File: src/rtl/adder_share_arb.sv
// adder_share_arb: round-robin scheduler that time-shares one external
// W-bit combinational adder among N_REQ requesters. Operands are granted over
// valid/ready, registered onto the adder, the sum is captured one cycle later
// and returned with the owner's ID over a valid/ready response channel.
module adder_share_arb #(
    parameter int N_REQ = 4,
    parameter int W     = 32,
    parameter int IDW   = $clog2(N_REQ)
) (
    input  logic               i_clk,
    input  logic               i_rst_n,
    input  logic [N_REQ-1:0]   i_req_valid,
    input  logic [N_REQ*W-1:0] i_req_a,
    input  logic [N_REQ*W-1:0] i_req_b,
    output logic [N_REQ-1:0]   o_req_ready,
    output logic [W-1:0]       o_add_a,
    output logic [W-1:0]       o_add_b,
    input  logic [W-1:0]       i_add_sum,
    output logic               o_rsp_valid,
    output logic [IDW-1:0]     o_rsp_id,
    output logic [W-1:0]       o_rsp_sum,
    input  logic               i_rsp_ready,
    output logic [15:0]        o_op_cnt
);

    // IDLE: waiting for a request; EXEC: adder busy; RESP: result offered.
    typedef enum logic [1:0] {
        IDLE = 2'd0,
        EXEC = 2'd1,
        RESP = 2'd2
    } state_t;

    localparam logic [15:0] CNT_MAX = 16'hFFFF;

    state_t           state;
    state_t           state_next;
    logic [IDW-1:0]   last;       // previous winner, search starts above it
    logic [IDW-1:0]   winner;     // round-robin choice for this cycle
    logic             found;      // at least one requester is valid
    logic             rsp_fire;   // response handshake this cycle
    logic             grant;      // a request is accepted this cycle
    logic [N_REQ-1:0] ready;
    logic [W-1:0]     add_a;
    logic [W-1:0]     add_b;
    logic [IDW-1:0]   rsp_id;
    logic [W-1:0]     rsp_sum;
    logic [15:0]      op_cnt;
    logic [W-1:0]     req_a [N_REQ];
    logic [W-1:0]     req_b [N_REQ];

    // Unpack the flat operand buses into per-requester words.
    for (genvar k = 0; k < N_REQ; k++) begin : g_unpack
        assign req_a[k] = i_req_a[k*W +: W];
        assign req_b[k] = i_req_b[k*W +: W];
    end

    // Round-robin search: first valid requester at or after last+1, wrapping.
    always_comb begin
        logic [IDW-1:0] cand;
        // NOTE: every variable written here gets a value before any
        // condition, so no path leaves it unassigned and no latch is inferred.
        found  = 1'b0;
        winner = '0;
        cand   = '0;
        for (int off = 1; off <= N_REQ; off++) begin
            cand = IDW'((int'(last) + off) % N_REQ);
            if (!found && i_req_valid[cand]) begin
                found  = 1'b1;
                winner = cand;
            end
        end
    end

    // Grant is possible from IDLE, or from RESP in the cycle the result is
    // consumed; it is suppressed while reset is held low.
    assign rsp_fire = (state == RESP) && i_rsp_ready;
    assign grant    = i_rst_n && found && ((state == IDLE) || rsp_fire);

    // One-hot accept strobe for the chosen requester.
    always_comb begin
        ready = '0;
        if (grant) begin
            ready[winner] = 1'b1;
        end
    end

    // Next-state logic for the IDLE -> EXEC -> RESP cycle.
    always_comb begin
        state_next = state;
        case (state)
            IDLE: begin
                if (grant) begin
                    state_next = EXEC;
                end
            end
            EXEC: begin
                state_next = RESP;
            end
            RESP: begin
                if (rsp_fire) begin
                    state_next = grant ? EXEC : IDLE;
                end
            end
            default: begin
                state_next = IDLE;
            end
        endcase
    end

    // State, round-robin pointer, operand/result registers and op counter.
    always_ff @(posedge i_clk) begin
        // NOTE: sequential state uses non-blocking assignments so every
        // register samples pre-edge values regardless of statement order.
        if (!i_rst_n) begin
            state   <= IDLE;
            last    <= IDW'(N_REQ - 1);
            add_a   <= '0;
            add_b   <= '0;
            rsp_id  <= '0;
            rsp_sum <= '0;
            op_cnt  <= '0;
        end else begin
            state <= state_next;
            if (grant) begin
                last   <= winner;
                rsp_id <= winner;
                add_a  <= req_a[winner];
                add_b  <= req_b[winner];
            end
            if (state == EXEC) begin
                rsp_sum <= i_add_sum;
            end
            if (rsp_fire && (op_cnt != CNT_MAX)) begin
                op_cnt <= op_cnt + 16'd1;
            end
        end
    end

    assign o_req_ready = ready;
    assign o_add_a     = add_a;
    assign o_add_b     = add_b;
    assign o_rsp_valid = (state == RESP);
    assign o_rsp_id    = rsp_id;
    assign o_rsp_sum   = rsp_sum;
    assign o_op_cnt    = op_cnt;

endmodule

File: config.mk
export PLATFORM = sky130hd
export DESIGN_NAME = adder_share_arb
export DESIGN_NICKNAME = d
export VERILOG_FILES = /design/src/rtl/adder_share_arb.sv
export SDC_FILE = /design/constraint.sdc
export NUM_CORES = 1
export LEC_CHECK = 0
export BUFFER_PORTS_ARGS = -buffer_cell sky130_fd_sc_hd__buf_2
export CAP_MARGIN = 20
export CORE_AREA = 2 2 161 163
export CTS_CLUSTER_SIZE = 16
export DETAILED_ROUTE_END_ITERATION = 10
export DIE_AREA = 0 0 163 165
export PLACE_DENSITY_LB_ADDON = 0.2
export SYNTH_ARGS = -nofsm -noshare
export SYNTH_HDL_FRONTEND = slang
export SYNTH_SLANG_ARGS = --single-unit
File: constraint.sdc
create_clock -name i_clk -period 2.4 [get_ports i_clk]
set_clock_uncertainty 0.2 [all_clocks]
set_input_delay 0.12 -clock i_clk [delete_from_list [all_inputs] [get_ports i_clk]]
set_output_delay 0.12 -clock i_clk [all_outputs]
set_load 0.02 [all_outputs]
==> results of run 1 <==
## power groups by stage
stage	Clock [W]	Combinational, W	Sequential, W
finish	0.00276	0.00298	0.00240
global route	0.00290	0.00318	0.00243
CTS	0.00282	0.00294	0.00240
detailed placement	0	0.00251	0.00244
global placement	0	0.00250	0.00244
floorplan	0	0.00114	0.00275
## cells in the final DEF (no fill, tap or decap), types with 4 or more instances in the layout
cell type and instances:
a21boi_0 34, and2_1 16, a21oi_1 68, nand2b_1 5, nand4_1 4, inv_6 4
nor2b_1 4, a311oi_1 36, a211oi_2 28, inv_1 64, dfxtp_1 118, clkbuf_16 18
xor2_1 10, a311oi_2 28, nor2_1 7, buf_2 412, buf_4 28, buf_12 11
a211oi_1 37, a31oi_1 65, nand2_1 200, dlygate4sd3_1 262
## logic make-up (layout without fill, tap and decap cells)
family,after synthesis,after routing,share of synthesized area (%)
DFF,118,118,34.6
muxes,2,2,0.293
and+or+nand+nor,261,261,17.3
other,0,2,0
adders and majority gates,1,1,0.183
AOI/OAI and AO/OA,312,312,36.6
buffers and inverters,146,815,9.51
xor gates and xnor gates,12,12,1.54
## worst max-delay path, cell delays in order, from the launching register on
cell	delay, ns
dfxtp_1	0.46
o21ai_0	0.16
nor2_1	0.24
buf_4	0.18
o21ai_4	0.08
buf_12	0.16
nor2_1	0.09
buf_2	0.19
## what timing repair did
item                                   in CTS  in global routing
cloned                                      3                  1
buffers inserted                            3                  4
setup endpoints to repair                   4                  4
pin swaps                                   2                  1
hold buffers                              262                  0
endpoints found under the hold margin      97                  0
gates resized for setup                     2                  3
## final timing paths
check | from | endpoint | slack, ns | depth (start not counted)
setup / recovery | last[1]$_SDFFE_PN1P_ | o_req_ready[1] | 0.12 | 7
hold / removal | i_req_b[125] | o_add_b[29]$_SDFFE_PN0P_ | 0.01 | 5
setup reg to reg | last[0]$_SDFFE_PN1P_ | o_add_b[6]$_SDFFE_PN0P_ | 0.13 | 9
hold reg to reg | o_rsp_sum[11]$_SDFFE_PN0N_ | o_rsp_sum[11]$_SDFFE_PN0N_ | 0.26 | 2
## through the flow
stage               setup WS [ns]  std cells
finish                      0.118       1853
global route             -0.00362       1853
CTS                        0.0252       1846
detailed placement         0.0834       1546
global placement            0.155       1546
floorplan                   0.402        852
## layer usage
layer,up-vias,part of all wire (%),global-route usage [%]
li1,4382,-,-
met1,4326,39,28.5
met2,525,49,44.0
met3,123,7.0,4.82
met4,0,5.2,14.1
met5,-,0,0
## synth_stat cells, types with 2 or more instances
cell type	count
and3_1	2
o21a_1	2
a311oi_1	36
a21boi_0	34
buf_2	26
nand4_1	4
mux2i_1	2
nand3_2	2
or2_2	3
xor2_1	10
nor2b_1	5
and4bb_2	2
a311oi_2	28
a31oi_1	65
buf_12	2
nor3_2	2
nand2b_1	5
and2_1	16
nor3b_1	2
buf_6	3
a2111oi_2	2
nand3_1	3
buf_1	4
a211oi_2	28
a211oi_1	37
inv_1	64
a21oi_1	69
clkbuf_1	45
o21ai_0	4
nand2_1	200
xnor2_1	2
nor2_1	7
dfxtp_1	118
## registers in the layout (all words and copies together), names as in the netlist
name and cells:
o_add_b 32, o_rsp_sum 32, o_rsp_id 2, o_op_cnt 16, state 2, last 2, o_add_a 32
## final cells by class
type	count	share of cell area, %
clock buffer	20	3.57
antenna	2	0.0392
clock inverter	12	1.29
inverter	65	2.01
tap	330	3.23
sequential	118	18.5
timing repair buffer	718	41.1
multi-input combinational	588	30.3
==> flow_summary.json, run 1 <==
{
  "outcome": "finished, final reports clean",
  "rows": 58,
  "drive_gt1_share_pct": 37.1,
  "comb_power_share_pct": 36.6,
  "post-route-min-period_ns": 2.28,
  "report.final.slew_viol_count": 0,
  "place_area_um2": 9330,
  "seqCellArea_um2": 2360,
  "portBuffers": 413,
  "coreArea_um2": 25000,
  "dieArea_um2": 26900,
  "ys_seq_area_share_pct": 34.6,
  "area_delta_synth_final_pct": 87.1,
  "via_per_inst": 5.05,
  "boundaryPins": 414,
  "worst_pin_slew_ns": 0.711,
  "hold_path.class": "input pin to register",
  "ant_nets": 0,
  "die_x_um": 163,
  "drv_cap": 0,
  "cts_sinks": 118,
  "synthesis.nets": 1148,
  "setup_viol": 0,
  "first_pass_iters": 5,
  "die_h_um": 165,
  "max_slew_margin_pct": 52.6,
  "nFillCells": 2316,
  "finalNetCount": 1804,
  "yosys.area.top_type": "dfxtp_1",
  "netlist_top_cells_area": "dfxtp_1, nand2_1, a311oi_2",
  "required_ns": 2.08,
  "start_kind": "register",
  "postLayoutCellArea_um2": 12800,
  "end_kind": "output port",
  "overflow": 0,
  "synthArstFlopShare_pct": 0,
  "period_share_pct": 95.1,
  "multiInputGateArea_um2": 3870,
  "clk_latency_ns": 0.41,
  "hold_viol": 0,
  "gp_congestion": 0.843,
  "powerDensity_nw_per_um2": 637,
  "netlist_instances": 852,
  "p_leak_nw": 5.90,
  "root_buffer": "clkbuf_16",
  "grt_first_pass_wirelength_mm": 52.1,
  "fin_worst_hold_slack_ns": 0.0107,
  "grt_pass1_vias": 9523,
  "antenna_found_initial": 2,
  "critical_path_arrival_ns": 1.96,
  "avgSynthCellArea_um2": 8.02,
  "swShare_pct": 35.7,
  "p_sw_w": 0.00291,
  "power_frac_seq_pct": 29.5,
  "clk_pin_slew_ns": 0.07,
  "synth_flop_cell": "dfxtp_1",
  "start_util_pct": 27.3,
  "fin_util_pct": 51.0,
  "cts_tree": "yes",
  "netlist_area_um2": 6830,
  "wl_per_cell_um": 19.0,
  "synth_top_area_share_pct": 34.6,
  "critPathMaxFanout": 12,
  "fmax_ghz": 0.438,
  "synth_edf_count": 0,
  "drtIter0Drc": 497,
  "ys_ff_latch": 118,
  "gr-usage-all-layers_pct": 25.0,
  "drc": 0,
  "htreeDepth": 4,
  "rsz0062_at_grt": "yes",
  "finalSetupTns_ns": 0,
  "vdd_ir_drop_max_uv": 337,
  "routed_wl_mm": 35.3,
  "post-dp-hpwl_mm": 21.7,
  "vias": 9356,
  "synthDistinctLibCells": 51,
  "numCtsBuffers": 17,
  "p_int_w": 0.00523,
  "critPathKind": "register to output port",
  "grt_max_degree": 118,
  "pwr-share-clk_pct": 33.8,
  "total_power_w": 0.00814,
  "clockBufferDepth": 2,
  "ys_warn_count": 0
}
No activity file was read; power rests on OpenSTA's default activity.
==> run 2: changes to the inputs <==
==> constraint.sdc (replaced) <==
create_clock -name i_clk -period 2.2 [get_ports i_clk]
set_clock_uncertainty 0.2 [all_clocks]
set_input_delay 0.44 -clock i_clk [delete_from_list [all_inputs] [get_ports i_clk]]
set_output_delay 0.44 -clock i_clk [all_outputs]
set_load 0.02 [all_outputs]
==> flow_summary.json, run 2 (synthesis results as in run 1) <==
{
  "fmax_ghz": 0.442,
  "instances_no_fill": 1608,
  "coreArea_um2": 25000,
  "drtIter0Drc": 497,
  "critPathKind": "input pin to output port",
  "ant_nets": 0,
  "finalNetCount": 1559,
  "die_h_um": 165,
  "root_buffer": "clkbuf_16",
  "clk_latency_ns": 0.40,
  "max_slew_margin_pct": 53.8,
  "final_common_cell": "buf_2",
  "drv_cap": 0,
  "via_per_inst": 5.00,
  "drive_gt1_share_pct": 47.5,
  "worst_r2r_startpoint": "last[0]$_SDFFE_PN1P_",
  "slowest_delay_ns": 0.55,
  "path_buf_inv": 3,
  "layout_setup_ws_ns": -0.0637,
  "gp_congestion": 0.878,
  "start_util_pct": 27.3,
  "crit_chain": "buf_2, or4_4, nand4b_4, inv_4, o21ai_4, nor2_4, buf_6",
  "vdd_ir_drop_max_uv": 337,
  "finalSetupTns_ns": -0.207,
  "routed_wl_mm": 30.1,
  "violations": "negative setup slack",
  "dp.cells": 1567,
  "place_worst_setup_slack_ns": -0.157,
  "post-dp-hpwl_mm": 21.9,
  "portBuffers": 413,
  "report.final.slew_viol_count": 0,
  "drc": 0,
  "cp.depth": 7,
  "r2r-end": "o_add_a[2]$_SDFFE_PN0P_",
  "boundaryPins": 414,
  "p_leak_nw": 4.86,
  "hold_viol": 0,
  "area_delta_synth_final_pct": 51.4,
  "gr-usage-all-layers_pct": 21.3,
  "crit_start": "i_req_valid[0]",
  "rsz0062_at_grt": "yes",
  "multiInputGateArea_um2": 4010,
  "vias": 8039,
  "cts_tree": "yes",
  "clockBufferDepth": 2,
  "end_kind": "output port",
  "cts_sinks": 118,
  "clk_pin_slew_ns": 0.06,
  "worst_pin_slew_ns": 0.693,
  "final_cell_mix": "buf_2, nand2_1, dfxtp_1, a21oi_1",
  "ff2ff_setup_slack_ns": 0.07,
  "rows": 58,
  "first_pass_iters": 7,
  "critical_path.endpoint": "o_req_ready[1]",
  "critPathMaxFanout": 4,
  "hold_path.class": "input pin to register",
  "nFillCells": 2667,
  "required_ns": 1.56,
  "start_kind": "input pin",
  "grt_max_degree": 118,
  "outcome": "finished with violations",
  "setup_viol": 4,
  "period_share_pct": 103,
  "dieArea_um2": 26900,
  "seqCellArea_um2": 2370,
  "grt_pass1_vias": 7937,
  "critPathTopFamily": "simple AND/OR/NAND/NOR gates",
  "post-route-min-period_ns": 2.26,
  "numCtsBuffers": 17,
  "critPathSlowestCell": "or4_4",
  "grt_first_pass_wirelength_mm": 44.2,
  "overflow": 0,
  "antenna_found_initial": 4,
  "htreeDepth": 4,
  "reg2reg_depth": 8,
  "min_from": "i_add_sum[22]",
  "die_x_um": 163,
  "wl_per_cell_um": 18.7,
  "critical_path_arrival_ns": 1.62,
  "powerDensity_nw_per_um2": 807
}
==> run 2: changes by cell type in the layout (fill, tap and decap cells not counted), sizes merged <==
cell,previous run,this run
buf,452,472
bufbuf,3,0
bufinv,3,2
clkbuf,21,20
clkinv,3,6
clkinvlp,3,2
dlygate4sd3,262,0
==> run 2: layer usage <==
layer  track usage (%)  vias up  share of wire (%)
met5                 0        -               0.12
met4              8.09        6                2.9
met3              5.73       44                6.4
met2              35.9      317                 48
met1              26.0     3792                 42
li1                  -     3880                  -
==> run 2: worst reg2reg max path: stages (launching register included) <==
cell      delay, ns
dfxtp_4        0.36
nand2b_4       0.17
a21o_4         0.22
buf_4          0.14
buf_12         0.12
and3_4         0.23
buf_4          0.21
a211oi_2       0.27
a311oi_2       0.05
==> run 2: power by group <==
group / internal, W / switching (W) / leakage (nW)
registers: 0.00245 / 0.000172 / 0.979
logic: 0.00114 / 0.00175 / 3.60
clock network: 0.00171 / 0.00112 / 0.284
==> run 2: repair_timing <==
action                                  in CTS  in global routing
pin swaps                                    9                  4
hold buffers                                 0                  0
resized for setup                           31                 17
buffers inserted                             6                  0
cloned                                       0                  1
endpoints found under the setup margin       4                 65
==> run 2: layout make-up <==
| cell class | instances | share of cell area [%] |
|---|---|---|
| Sequential cell | 118 | 22.9 |
| Clock buffer | 19 | 4.28 |
| Inverter | 65 | 2.38 |
| Multi-Input combinational cell | 588 | 38.8 |
| Antenna cell | 2 | 0.0484 |
| Timing Repair Buffer | 473 | 26.1 |
| Clock inverter | 13 | 1.42 |
| Tap cell | 330 | 3.99 |
==> run 2: worst min path at each step <==
stage	end	slack (ns)	depth (start not counted)
4_1_cts	o_rsp_sum[22]$_SDFFE_PN0N_	0.05	3
6_report	o_rsp_sum[22]$_SDFFE_PN0N_	0.08	3
3_5_place_dp	o_rsp_sum[15]$_SDFFE_PN0N_	0.26	2
5_1_grt	o_rsp_sum[11]$_SDFFE_PN0N_	0.06	3
3_3_place_gp	o_rsp_sum[5]$_SDFFE_PN0N_	0.25	2
2_1_floorplan	last[0]$_SDFFE_PN1P_	0.30	1
==> run 2: through the flow <==
stage,area (um^2),hold WS [ns],utilization (%),total power (W)
floorplan,6850,0.301,-,0.00426
global placement,9480,0.248,37.8,0.00540
detailed placement,9480,0.255,37.8,0.00542
CTS,10200,0.0545,40.8,0.00838
global route,10300,0.0609,41.3,0.00879
finish,10300,0.0784,41.3,0.00834
==> run 3: changes to the inputs <==
==> constraint.sdc (replaced) <==
create_clock -name i_clk -period 2.5 [get_ports i_clk]
set_clock_uncertainty 0.2 [all_clocks]
set_input_delay 0.5 -clock i_clk [delete_from_list [all_inputs] [get_ports i_clk]]
set_output_delay 0.5 -clock i_clk [all_outputs]
set_load 0.02 [all_outputs]
==> flow_summary.json, run 3 (synthesis results as in run 1) <==
{
  "drive_gt1_share_pct": 45.1,
  "gp_congestion": 0.842,
  "finalNetCount": 1538,
  "cts_sinks": 118,
  "grt_max_degree": 118,
  "p_sw_w": 0.00262,
  "hold_viol": 0,
  "r2r-end": "o_add_b[24]$_SDFFE_PN0P_",
  "dieArea_um2": 26900,
  "portBuffers": 413,
  "ff2ff_setup_slack_ns": 0.34,
  "comb_power_share_pct": 33.3,
  "finalSetupTns_ns": 0,
  "max_slew_margin_pct": 55.2,
  "highest_layer": "met5",
  "cts_tree": "yes",
  "end_kind": "output port",
  "root_buffer": "clkbuf_16",
  "grt_first_pass_wirelength_mm": 43.1,
  "period_share_pct": 98.1,
  "via_per_inst": 4.95,
  "worst_pin_slew_ns": 0.671,
  "ctsHoldBuffers": 0,
  "fmax_ghz": 0.408,
  "coreArea_um2": 25000,
  "gr-usage-all-layers_pct": 20.9,
  "start_kind": "input pin",
  "nFillCells": 2693,
  "wl_per_cell_um": 18.5,
  "outcome": "finished, final reports clean",
  "routed_wl_mm": 29.3,
  "boundaryPins": 414,
  "critical_path_arrival_ns": 1.75,
  "hold_path.class": "input pin to register",
  "drc": 0,
  "rows": 58,
  "drtIter0Drc": 454,
  "vias": 7857,
  "clockBufferDepth": 2,
  "htreeDepth": 4,
  "die_x_um": 163,
  "powerDensity_nw_per_um2": 718,
  "p_leak_nw": 4.70,
  "die_h_um": 165,
  "met1_length_mm": 12.2,
  "setup_viol": 0,
  "required_ns": 1.80,
  "clk_latency_ns": 0.41,
  "area_delta_synth_final_pct": 45.7,
  "post-route-min-period_ns": 2.45,
  "vdd_ir_drop_max_uv": 371,
  "seqCellArea_um2": 2370,
  "ant_nets": 0,
  "hold_depth": 3,
  "power_frac_seq_pct": 32.2,
  "report.final.slew_viol_count": 0,
  "post-dp-hpwl_mm": 21.4,
  "overflow": 0,
  "layout_setup_ws_ns": 0.0476,
  "critPathMaxFanout": 6,
  "final_common_cell": "buf_2",
  "place_worst_setup_slack_ns": -0.122,
  "swShare_pct": 36.6,
  "critPathKind": "input pin to output port",
  "worst_r2r_startpoint": "state[1]$_SDFFE_PN0P_",
  "wl_met2_mm": 14.3,
  "grt_pass1_vias": 7669,
  "hold_end": "o_rsp_sum[11]$_SDFFE_PN0N_",
  "p_int_w": 0.00454,
  "clk_pin_slew_ns": 0.06,
  "wl_met3_mm": 2.10,
  "first_pass_iters": 4,
  "reg2reg_depth": 7,
  "start_util_pct": 27.3,
  "pwr-share-clk_pct": 34.5,
  "final_cell_mix": "buf_2, nand2_1, dfxtp_1, a21oi_1, a31oi_1",
  "multiInputGateArea_um2": 3880,
  "drv_cap": 0,
  "antenna_found_initial": 2,
  "numCtsBuffers": 17,
  "min_from": "i_add_sum[11]"
}
[run 3: worst max-delay path by stage]
stage                              start                        to  cells after the start
floorplan                 i_req_valid[3]            o_req_ready[2]                      5
global placement          i_req_valid[3]   o_add_a[7]$_SDFFE_PN0P_                      7
finish                    i_req_valid[3]            o_req_ready[2]                      6
detailed placement        i_req_valid[3]  o_add_b[24]$_SDFFE_PN0P_                      7
global route        last[0]$_SDFFE_PN1P_            o_req_ready[2]                      7
CTS                 last[0]$_SDFFE_PN1P_            o_req_ready[1]                      7
[run 3: critical path, stage by stage]
cell and delay [ns]:
buf_2 0.14, or4_4 0.56, nand4b_4 0.17, nor3_4 0.05, and2_1 0.16, clkbuf_4 0.17
[run 3: power groups by stage]
stage          combinational, W  clock (W)  sequential [W]
3_5_place_dp            0.00239          0         0.00234
6_report                0.00238    0.00246         0.00231
2_1_floorplan           0.00110          0         0.00264
3_3_place_gp            0.00238          0         0.00234
5_1_grt                 0.00257    0.00263         0.00233
4_1_cts                 0.00240    0.00254         0.00230
[run 3: repair_timing]
action / CTS / global route
buffers inserted: 0 / 2
resized for setup: 3 / 8
setup endpoints to repair: 3 / 4
pin swaps: 0 / 1
[run 3: stage by stage]
step                      cells  hold WS, ns  instance area [um^2]  utilization [%]  total power, W
after floorplan             852        0.291                  6830                -         0.00374
after global placement     1551        0.249                  9320             37.2         0.00471
after detailed placement   1551        0.255                  9320             37.2         0.00473
after CTS                  1583        0.115                  9910             39.6         0.00724
after global routing       1586        0.126                  9950             39.8         0.00753
final                      1587        0.139                  9950             39.8         0.00715
[run 3: routing by layer]
metal,track usage [%],up-vias
met5,0,-
met4,7.48,2
met3,5.27,34
met2,35.6,311
met1,25.6,3668
li1,-,3842
[run 3: final cells by class]
type	instances	share of cell area (%)
multi-input combinational	588	39.0
timing repair buffer	452	24.7
sequential	118	23.8
clock buffer	19	4.35
tap	330	4.15
inverter	65	2.48
clock inverter	13	1.48
antenna	2	0.0503
